===== src/rtl/ghost_arena_multi_if.sv =====
// ghost_arena_multi_if: pixel, player and game-state bundle
// between the video pipeline and the arena layer.
interface ghost_arena_multi_if #(
  parameter int NUM_PLAYERS = 2,
  parameter int CD = 12,
  parameter int COORD_W = 11
);
  logic                         frame_tick;
  logic                         restart;
  logic [COORD_W-1:0]           x;
  logic [COORD_W-1:0]           y;
  logic [NUM_PLAYERS*COORD_W-1:0] pos_x;
  logic [NUM_PLAYERS*COORD_W-1:0] pos_y;
  logic [NUM_PLAYERS*2-1:0]     orientation;
  logic [NUM_PLAYERS-1:0]       fire;
  logic [NUM_PLAYERS*CD-1:0]    colour;
  logic [CD-1:0]                si_rgb;
  logic [CD-1:0]                so_rgb;
  logic [NUM_PLAYERS*3-1:0]     lives;
  logic                         game_over;
  logic                         winner_valid;
  logic [2:0]                   winner;

  modport master (
    output frame_tick, restart, x, y, pos_x, pos_y,
    output orientation, fire, colour, si_rgb,
    input  so_rgb, lives, game_over, winner_valid, winner
  );

  modport slave (
    input  frame_tick, restart, x, y, pos_x, pos_y,
    input  orientation, fire, colour, si_rgb,
    output so_rgb, lives, game_over, winner_valid, winner
  );
endinterface


===== src/rtl/ghost_arena_multi.sv =====
// ghost_arena_multi: N-player bullets, hits, lives and
// hit-flash, composited over the incoming pixel stream.
module ghost_arena_multi #(
  parameter int NUM_PLAYERS = 2,
  parameter int CD = 12,
  parameter int COORD_W = 11,
  parameter int H_RES = 640,
  parameter int V_RES = 480,
  parameter int SPRITE_SIZE = 32,
  parameter int BULLET_SIZE = 4,
  parameter int BULLET_SPEED = 4,
  parameter int MAX_LIVES = 3,
  parameter int FLASH_FRAMES = 16,
  parameter logic [CD-1:0] BULLET_COLOR = CD'(12'hFF0)
) (
  input logic clk,
  input logic reset,
  ghost_arena_multi_if.slave bus
);

  localparam int SW = COORD_W + 2;
  localparam int FLW = $clog2(FLASH_FRAMES + 1);
  localparam int FW = (FLW < 3) ? 3 : FLW;

  localparam logic signed [SW-1:0] SPD = SW'(BULLET_SPEED);
  localparam logic signed [SW-1:0] XMAX = SW'(H_RES - BULLET_SIZE);
  localparam logic signed [SW-1:0] YMAX = SW'(V_RES - BULLET_SIZE);
  localparam logic signed [SW-1:0] SPR = SW'(SPRITE_SIZE);
  localparam logic signed [SW-1:0] BSZ = SW'(BULLET_SIZE);
  localparam logic [COORD_W-1:0] OFS =
    COORD_W'(SPRITE_SIZE / 2 - BULLET_SIZE / 2);
  localparam logic [COORD_W:0] BSU = (COORD_W + 1)'(BULLET_SIZE);
  localparam logic [COORD_W:0] SPU = (COORD_W + 1)'(SPRITE_SIZE);
  localparam logic [2:0] LMAX = 3'(MAX_LIVES);
  localparam logic [FW-1:0] FLOAD = FW'(FLASH_FRAMES);

  typedef enum logic {IDLE, FLIGHT} bst_t;

  bst_t               st_q  [NUM_PLAYERS];
  bst_t               st_d  [NUM_PLAYERS];
  logic [COORD_W-1:0] bx_q  [NUM_PLAYERS];
  logic [COORD_W-1:0] bx_d  [NUM_PLAYERS];
  logic [COORD_W-1:0] by_q  [NUM_PLAYERS];
  logic [COORD_W-1:0] by_d  [NUM_PLAYERS];
  logic [1:0]         dir_q [NUM_PLAYERS];
  logic [1:0]         dir_d [NUM_PLAYERS];
  logic [2:0]         lv_q  [NUM_PLAYERS];
  logic [2:0]         lv_d  [NUM_PLAYERS];
  logic [FW-1:0]      fl_q  [NUM_PLAYERS];
  logic [FW-1:0]      fl_d  [NUM_PLAYERS];

  logic [COORD_W-1:0] pxa [NUM_PLAYERS];
  logic [COORD_W-1:0] pya [NUM_PLAYERS];
  logic [1:0]         ori [NUM_PLAYERS];
  logic [CD-1:0]      col [NUM_PLAYERS];
  logic signed [SW-1:0] nx [NUM_PLAYERS];
  logic signed [SW-1:0] ny [NUM_PLAYERS];

  logic [NUM_PLAYERS-1:0] pend_q, pend_d, fire_q, rise;
  logic [NUM_PLAYERS-1:0] off, hit, hurt;
  logic       go_q, go_d, wv_q, wv_d;
  logic [2:0] win_q, win_d;
  logic [3:0] cnt;
  logic [2:0] idx;
  logic [CD-1:0] pix_d, pix_q;

  function automatic logic signed [SW-1:0] sx(
    input logic [COORD_W-1:0] v);
    return signed'({2'b00, v});
  endfunction

  function automatic logic ovl(
    input logic signed [SW-1:0] b,
    input logic signed [SW-1:0] p);
    return (b < p + SPR) && (b + BSZ > p);
  endfunction

  function automatic logic inb(
    input logic [COORD_W-1:0] px, py, ox, oy,
    input logic [COORD_W:0] sz);
    return ({1'b0, px} >= {1'b0, ox}) &&
           ({1'b0, px} < {1'b0, ox} + sz) &&
           ({1'b0, py} >= {1'b0, oy}) &&
           ({1'b0, py} < {1'b0, oy} + sz);
  endfunction

  assign rise = bus.fire & ~fire_q;

  // Unpack the flat per-player buses.
  always_comb begin
    for (int i = 0; i < NUM_PLAYERS; i++) begin
      pxa[i] = bus.pos_x[i*COORD_W +: COORD_W];
      pya[i] = bus.pos_y[i*COORD_W +: COORD_W];
      ori[i] = bus.orientation[i*2 +: 2];
      col[i] = bus.colour[i*CD +: CD];
    end
  end

  // Candidate next bullet position and off-screen test.
  always_comb begin
    for (int i = 0; i < NUM_PLAYERS; i++) begin
      nx[i] = sx(bx_q[i]);
      ny[i] = sx(by_q[i]);
      unique case (dir_q[i])
        2'b00: nx[i] = sx(bx_q[i]) + SPD;
        2'b01: nx[i] = sx(bx_q[i]) - SPD;
        2'b10: ny[i] = sx(by_q[i]) - SPD;
        2'b11: ny[i] = sx(by_q[i]) + SPD;
      endcase
      off[i] = (nx[i] < 0) || (ny[i] < 0) ||
               (nx[i] > XMAX) || (ny[i] > YMAX);
    end
  end

  // Each live bullet picks its lowest-index live victim.
  always_comb begin
    logic found;
    found = 1'b0;
    hit = '0;
    hurt = '0;
    for (int i = 0; i < NUM_PLAYERS; i++) begin
      found = 1'b0;
      if (st_q[i] == FLIGHT && !go_q) begin
        for (int j = 0; j < NUM_PLAYERS; j++) begin
          if (!found && j != i && lv_q[j] != 3'd0 &&
              ovl(nx[i], sx(pxa[j])) &&
              ovl(ny[i], sx(pya[j]))) begin
            found = 1'b1;
            hurt[j] = 1'b1;
          end
        end
      end
      hit[i] = found;
    end
  end

  // Next-state for bullets, lives, flash and game result.
  always_comb begin
    st_d = st_q;
    bx_d = bx_q;
    by_d = by_q;
    dir_d = dir_q;
    lv_d = lv_q;
    fl_d = fl_q;
    pend_d = pend_q;
    go_d = go_q;
    wv_d = wv_q;
    win_d = win_q;
    cnt = '0;
    idx = '0;
    if (bus.restart) begin
      for (int i = 0; i < NUM_PLAYERS; i++) begin
        st_d[i] = IDLE;
        lv_d[i] = LMAX;
        fl_d[i] = '0;
      end
      pend_d = '0;
      go_d = 1'b0;
      wv_d = 1'b0;
      win_d = '0;
    end else if (bus.frame_tick) begin
      for (int i = 0; i < NUM_PLAYERS; i++) begin
        if (st_q[i] == IDLE) begin
          if (pend_q[i] && lv_q[i] != 3'd0 && !go_q) begin
            st_d[i] = FLIGHT;
            bx_d[i] = pxa[i] + OFS;
            by_d[i] = pya[i] + OFS;
            dir_d[i] = ori[i];
          end
        end else if (off[i] || hit[i]) begin
          st_d[i] = IDLE;
        end else begin
          bx_d[i] = nx[i][COORD_W-1:0];
          by_d[i] = ny[i][COORD_W-1:0];
        end
        pend_d[i] = rise[i] && (st_d[i] == IDLE);
        if (hurt[i]) begin
          lv_d[i] = (lv_q[i] != 3'd0) ? lv_q[i] - 3'd1 : 3'd0;
          fl_d[i] = FLOAD;
        end else if (fl_q[i] != '0) begin
          fl_d[i] = fl_q[i] - 1'b1;
        end
      end
      for (int k = 0; k < NUM_PLAYERS; k++) begin
        if (lv_d[k] != 3'd0) begin
          cnt = cnt + 4'd1;
          idx = 3'(k);
        end
      end
      go_d = (cnt <= 4'd1);
      wv_d = (cnt == 4'd1);
      win_d = (cnt == 4'd1) ? idx : 3'd0;
    end else begin
      for (int i = 0; i < NUM_PLAYERS; i++) begin
        if (rise[i] && st_q[i] == IDLE) pend_d[i] = 1'b1;
      end
    end
  end

  // Game state register.
  always_ff @(posedge clk or negedge reset) begin
    if (!reset) begin
      for (int i = 0; i < NUM_PLAYERS; i++) begin
        st_q[i] <= IDLE;
        bx_q[i] <= '0;
        by_q[i] <= '0;
        dir_q[i] <= '0;
        lv_q[i] <= LMAX;
        fl_q[i] <= '0;
      end
      pend_q <= '0;
      fire_q <= '0;
      go_q <= 1'b0;
      wv_q <= 1'b0;
      win_q <= '0;
    end else begin
      st_q <= st_d;
      bx_q <= bx_d;
      by_q <= by_d;
      dir_q <= dir_d;
      lv_q <= lv_d;
      fl_q <= fl_d;
      pend_q <= pend_d;
      fire_q <= bus.fire;
      go_q <= go_d;
      wv_q <= wv_d;
      win_q <= win_d;
    end
  end

  // Pixel mux: bullets over visible players over background.
  always_comb begin
    logic taken;
    taken = 1'b0;
    pix_d = bus.si_rgb;
    for (int i = 0; i < NUM_PLAYERS; i++) begin
      if (!taken && st_q[i] == FLIGHT &&
          inb(bus.x, bus.y, bx_q[i], by_q[i], BSU)) begin
        taken = 1'b1;
        pix_d = BULLET_COLOR;
      end
    end
    for (int i = 0; i < NUM_PLAYERS; i++) begin
      if (!taken && lv_q[i] != 3'd0 &&
          !(fl_q[i] != '0 && !fl_q[i][2]) &&
          inb(bus.x, bus.y, pxa[i], pya[i], SPU)) begin
        taken = 1'b1;
        pix_d = col[i];
      end
    end
  end

  // Registered pixel output.
  always_ff @(posedge clk or negedge reset) begin
    if (!reset) pix_q <= '0;
    else pix_q <= pix_d;
  end

  // Flatten lives onto the bus.
  always_comb begin
    bus.lives = '0;
    for (int i = 0; i < NUM_PLAYERS; i++) begin
      bus.lives[i*3 +: 3] = lv_q[i];
    end
  end

  assign bus.so_rgb = pix_q;
  assign bus.game_over = go_q;
  assign bus.winner_valid = wv_q;
  assign bus.winner = win_q;

endmodule

===== src/flat_wrapper.sv =====
// flat-port wrapper written by rule: the top's interface ports become plain ports
module ghost_arena_multi_flat 
#(
  parameter int NUM_PLAYERS = 2,
  parameter int CD = 12,
  parameter int COORD_W = 11,
  parameter int H_RES = 640,
  parameter int V_RES = 480,
  parameter int SPRITE_SIZE = 32,
  parameter int BULLET_SIZE = 4,
  parameter int BULLET_SPEED = 4,
  parameter int MAX_LIVES = 3,
  parameter int FLASH_FRAMES = 16,
  parameter logic [CD-1:0] BULLET_COLOR = CD'(12'hFF0)
)
  (clk, reset, bus_frame_tick, bus_restart, bus_x, bus_y, bus_pos_x, bus_pos_y, bus_orientation, bus_fire, bus_colour, bus_si_rgb, bus_so_rgb, bus_lives, bus_game_over, bus_winner_valid, bus_winner);
  ghost_arena_multi_if #(.NUM_PLAYERS(NUM_PLAYERS), .CD(CD), .COORD_W(COORD_W)) bus_i ();
  input logic clk;
  input logic reset;
  input wire logic [$bits(bus_i.frame_tick)-1:0] bus_frame_tick;
  input wire logic [$bits(bus_i.restart)-1:0] bus_restart;
  input wire logic [$bits(bus_i.x)-1:0] bus_x;
  input wire logic [$bits(bus_i.y)-1:0] bus_y;
  input wire logic [$bits(bus_i.pos_x)-1:0] bus_pos_x;
  input wire logic [$bits(bus_i.pos_y)-1:0] bus_pos_y;
  input wire logic [$bits(bus_i.orientation)-1:0] bus_orientation;
  input wire logic [$bits(bus_i.fire)-1:0] bus_fire;
  input wire logic [$bits(bus_i.colour)-1:0] bus_colour;
  input wire logic [$bits(bus_i.si_rgb)-1:0] bus_si_rgb;
  output wire logic [$bits(bus_i.so_rgb)-1:0] bus_so_rgb;
  output wire logic [$bits(bus_i.lives)-1:0] bus_lives;
  output wire logic [$bits(bus_i.game_over)-1:0] bus_game_over;
  output wire logic [$bits(bus_i.winner_valid)-1:0] bus_winner_valid;
  output wire logic [$bits(bus_i.winner)-1:0] bus_winner;
  assign bus_i.frame_tick = bus_frame_tick;
  assign bus_i.restart = bus_restart;
  assign bus_i.x = bus_x;
  assign bus_i.y = bus_y;
  assign bus_i.pos_x = bus_pos_x;
  assign bus_i.pos_y = bus_pos_y;
  assign bus_i.orientation = bus_orientation;
  assign bus_i.fire = bus_fire;
  assign bus_i.colour = bus_colour;
  assign bus_i.si_rgb = bus_si_rgb;
  assign bus_so_rgb = bus_i.so_rgb;
  assign bus_lives = bus_i.lives;
  assign bus_game_over = bus_i.game_over;
  assign bus_winner_valid = bus_i.winner_valid;
  assign bus_winner = bus_i.winner;
  ghost_arena_multi #(.NUM_PLAYERS(NUM_PLAYERS), .CD(CD), .COORD_W(COORD_W), .H_RES(H_RES), .V_RES(V_RES), .SPRITE_SIZE(SPRITE_SIZE), .BULLET_SIZE(BULLET_SIZE), .BULLET_SPEED(BULLET_SPEED), .MAX_LIVES(MAX_LIVES), .FLASH_FRAMES(FLASH_FRAMES), .BULLET_COLOR(BULLET_COLOR)) u_core (.clk(clk), .reset(reset), .bus(bus_i));
endmodule

===== config.mk =====
export PLATFORM = sky130hd
export DESIGN_NAME = ghost_arena_multi_flat
export DESIGN_NICKNAME = d
export VERILOG_FILES = /design/src/rtl/ghost_arena_multi_if.sv /design/src/rtl/ghost_arena_multi.sv /design/src/flat_wrapper.sv
export SDC_FILE = /design/constraint.sdc
export NUM_CORES = 1
export LEC_CHECK = 0
export ABC_AREA = 0
export CAP_MARGIN = 15
export CORE_MARGIN = 3
export CORE_UTILIZATION = 33
export CTS_CLUSTER_SIZE = 12
export DETAILED_ROUTE_END_ITERATION = 10
export DONT_BUFFER_PORTS = 1
export PLACE_DENSITY = 0.49
export SLEW_MARGIN = 20
export SYNTH_ARGS = -nofsm -noshare
export SYNTH_HDL_FRONTEND = slang
export SYNTH_SLANG_ARGS = --single-unit

===== constraint.sdc =====
create_clock -name clk -period 4.7 [get_ports clk]
set_clock_uncertainty 0.1 [all_clocks]
set_input_delay 0.705 -clock clk [delete_from_list [all_inputs] [get_ports clk]]
set_output_delay 0.705 -clock clk [all_outputs]
set_load 0.01 [all_outputs]

==> results of run 1 <==
[synth_stat cells, types with 13 or more instances]
| library cell | n |
|---|---|
| a211oi_1 | 27 |
| a21o_1 | 19 |
| a21oi_1 | 91 |
| a31oi_1 | 14 |
| and3_1 | 22 |
| and4_1 | 14 |
| clkbuf_1 | 51 |
| dfrtp_1 | 81 |
| ha_1 | 259 |
| inv_1 | 136 |
| mux2_2 | 13 |
| mux2i_1 | 23 |
| nand2_1 | 99 |
| nand2b_1 | 23 |
| nand3_1 | 57 |
| nand4_1 | 35 |
| nor2_1 | 79 |
| nor2b_1 | 17 |
| nor3_1 | 34 |
| nor4_1 | 15 |
| o211ai_1 | 13 |
| o21a_1 | 33 |
| o21ai_0 | 97 |
| or3_1 | 17 |
| xnor2_1 | 106 |
[power groups by stage]
stage / combinational (mW) / sequential, mW / clock (mW)
final: 5.97 / 1.24 / 0.768
after global routing: 6.68 / 1.28 / 0.812
after CTS: 5.75 / 1.23 / 0.790
after detailed placement: 5.51 / 1.25 / 0
after global placement: 5.48 / 1.24 / 0
after floorplan: 3.66 / 1.14 / 0
[layout make-up]
type | count | area [um^2]
multi-input combinational | 1328 | 10460
tap | 518 | 648.1
fill | 4035 | 23390
inverter | 140 | 525.5
timing repair buffer | 184 | 1459
clock inverter | 6 | 55.05
clock buffer | 10 | 239.0
sequential | 85 | 2137
[metrics by stage]
stage	utilization [%]	hold slack, ns	total power, mW	instances	TNS, ns
6_report	39.90	0.08949	7.984	2271	-0.01525
3_3_place_gp	37.55	0.3161	6.719	2219	-0.08707
4_1_cts	38.90	0.07496	7.769	2258	-0.01573
5_1_grt	39.90	0.06965	8.771	2271	-0.7399
3_5_place_dp	37.55	0.3162	6.759	2219	-0.5317
2_1_floorplan	-	0.3094	4.799	1616	0
[flip-flops by register name (all words and copies together), names as in the netlist]
name,flops
u_core.bus.winner_valid,1
u_core.dir_q,4
u_core.bx_q,22
u_core.fl_q,10
u_core.st_q,2
u_core.bus.game_over,1
u_core.bus.winner,1
u_core.bus.so_rgb,12
u_core.fire_q,2
u_core.by_q,22
u_core.bus.lives,6
u_core.pend_q,2
[path summary, 6_finish.rpt]
kind	to	cells after the start	start	slack, ns
max in group asynchronous	u_core.dir_q[0]$_DFFE_PN0P_	1	reset	3.96
min in group clk	u_core.fire_q[1]$_DFF_PN0_	0	bus_fire[1]	0.26
worst min register to register	u_core.fl_q[9]$_DFFE_PN0P_	1	u_core.fl_q[9]$_DFFE_PN0P_	0.41
worst max-delay path	u_core.bus.winner[0]$_DFFE_PN0P_	20	u_core.bx_q[14]$_DFFE_PN0P_	-0.02
worst max register to register	u_core.bus.winner[0]$_DFFE_PN0P_	20	u_core.bx_q[14]$_DFFE_PN0P_	-0.02
worst min-delay path	u_core.bus.lives[1]$_DFFE_PN1P_	0	reset	0.09
[metal layers]
metal	up-vias	GRT usage (%)	part of all wire [%]
met5	-	0	0
met4	0	4.247	1.5
met3	30	3.989	6.7
met2	329	35.31	44
met1	6006	31.43	47
li1	6228	-	-
[timing repair]
action / in CTS / in global routing
pin swaps: 6 / 21
gates resized for setup: 10 / 65
hold endpoints to repair: 81 / 0
endpoints found under the setup margin: 22 / 53
buffers inserted: 22 / 10
hold buffers: 1 / 0
cloned: 0 / 3
[kinds of logic (layout without fill, tap and decap cells)]
family | Yosys count | after routing | share of synthesized area, %
compound gates | 425 | 425 | 21.51
flops | 85 | 85 | 16.31
other cells | 1 | 2 | 0.02869
fa+ha+maj | 259 | 259 | 24.79
mux | 36 | 36 | 2.881
simple gates | 491 | 491 | 20.61
xor+xnor | 115 | 115 | 7.706
buf+inv | 203 | 340 | 6.164
==> results.md, run 1 <==
- Area share of the largest cell type after synthesis: 24.79%
- Power Density: 514.2 nW/um^2
- Total global-route track usage: 22.15%
- # setup viols final: 1
- Clk pwr share: 9.6%
- Die ar.: 42,030 um^2
- Delay of the slowest cell on the worst path: 0.57 ns
- Crit end category: flip-flop
- Routed WL per cell: 21.21 um
- Seq/Total Area, Yosys: 16.31%
- Syn Inst Count: 1,615
- Final antenna-violating net count: 0
- Clock transition at path regs: 0.07 ns
- Endpoints failing hold: 0
- CP startpoint kind: flip-flop
- Fmax: 212.1 MHz
- Post-Route WL: 48,170 um
- Critical path, cell by cell: or4b_4 -> o211a_1 -> or4_4 -> and3_4 -> nand2_4 -> xnor2_2 -> ha_1 -> buf_4 -> and2_1 -> o21ai_1 -> or4bb_1 -> mux2i_1 -> or2_4 -> or2_4 -> nor3b_4 -> o21bai_2 -> buf_4 -> ha_4 -> mux2i_1 -> nor2_1
- Failing checks: negative setup slack
- Drc violations: 0
- Final period util: 100.3%
- Routability cong.: 0.9109
- Worst-Skew Late Latency: 0.36 ns
- RSZ-0062 raised after global routing: true
- Synth async-reset ratio: 100.0%
- Iteration-0 DRC Markers: 838
- Sequential power share: 15.6%
- Pleak: 7.070 nW
- HPWL after DPL: 38,520 um
- Rel. slew slack: 35.67%
- Core ar.: 38,920 um^2
- Final #Nets: 2,119
- Placed instance area: 14,610 um^2
- Number of buffers and inverters on the critical path: 2
- Initial Util: 33.59%
- Status: complete, but fails checks
- # diodes: 0
- Post-synth EDFFs: 0
- CTS tree: yes
- Clock sinks: 85
- Combinational group share of total power: 74.8%
- H-tree Lvls: 3
- Die span in y: 205.0 um
- MaxCap Viol Count: 0
- Distinct cell type count of the synthesized netlist: 87
- Pint: 4.163 mW
- Layout cell share with drive strength beyond 1: 17.46%
- Peak VDD IR: 0.2508 mV
- Area Overhead vs Synth: 18.79%
- Most used DFF post-synth: dfrtp_1
- Area leader, netlist: ha_1
- Crit path max-delay cell type: or4b_4
- GRT Residual Overflow: 0
- Most common cell after layout, fill and taps aside: ha_1
- Port-buffer cells: 0
- CTS max path bufs: 2
- Seq cells post-synth: 85
- Synth warn: 0
- First-pass GRT wire length: 72,060 um
- Crit Path Category: reg2reg
- Dpl ws: -0.1256 ns
- IO Pins: 135
- Die Width: 205.0 um
- Vias in the first global route: 12,210
- Final worst slack: -0.01525 ns
- CP top delay family: simple AND/OR/NAND/NOR gates
- Final min period: 4.715 ns
- Rows: 72
- Crit path required time: 4.84 ns
- Clock root cell: clkbuf_16
- TritonCTS Buffers: 9
- Initial antenna violation count: 0
- Most frequent cells in the layout: 253 x ha_1, 175 x buf_4, 135 x inv_1
- Switching Fraction: 47.86%
- Slew Viols, Final: 0
- CP max FO: 3
- Fin area: 15,530 um^2
- Worst Max-Slew Pin Slew: 0.9649 ns
- Synth area leaders: ha_1 25%, dfrtp_1 16%, xnor2_1 7.1%, inv_1 3.9%, o21ai_0 3.7%
- Class of the most critical hold timing path: in2async
- Pin count of the biggest net entering global routing: 82
- Routed vias: 12,590
- Synth Cell Area: 13,070 um^2
- First-pass DRT Iterations: 5
- Net Sw Power: 3.821 mW
- Critical Path AT: 4.86 ns
- Mapped Avg Cell Area: 8.094 um^2
- Via density: 5.545
No activity file was read; power rests on OpenSTA's default activity.
==> inputs of run 2 (changes only) <==
CAP_MARGIN = not set   (was 15)
CTS_CLUSTER_SIZE = 24   (was 12)
==> results of run 2 <==
The final DEF is identical to that of run 1; final timing and power are the same.
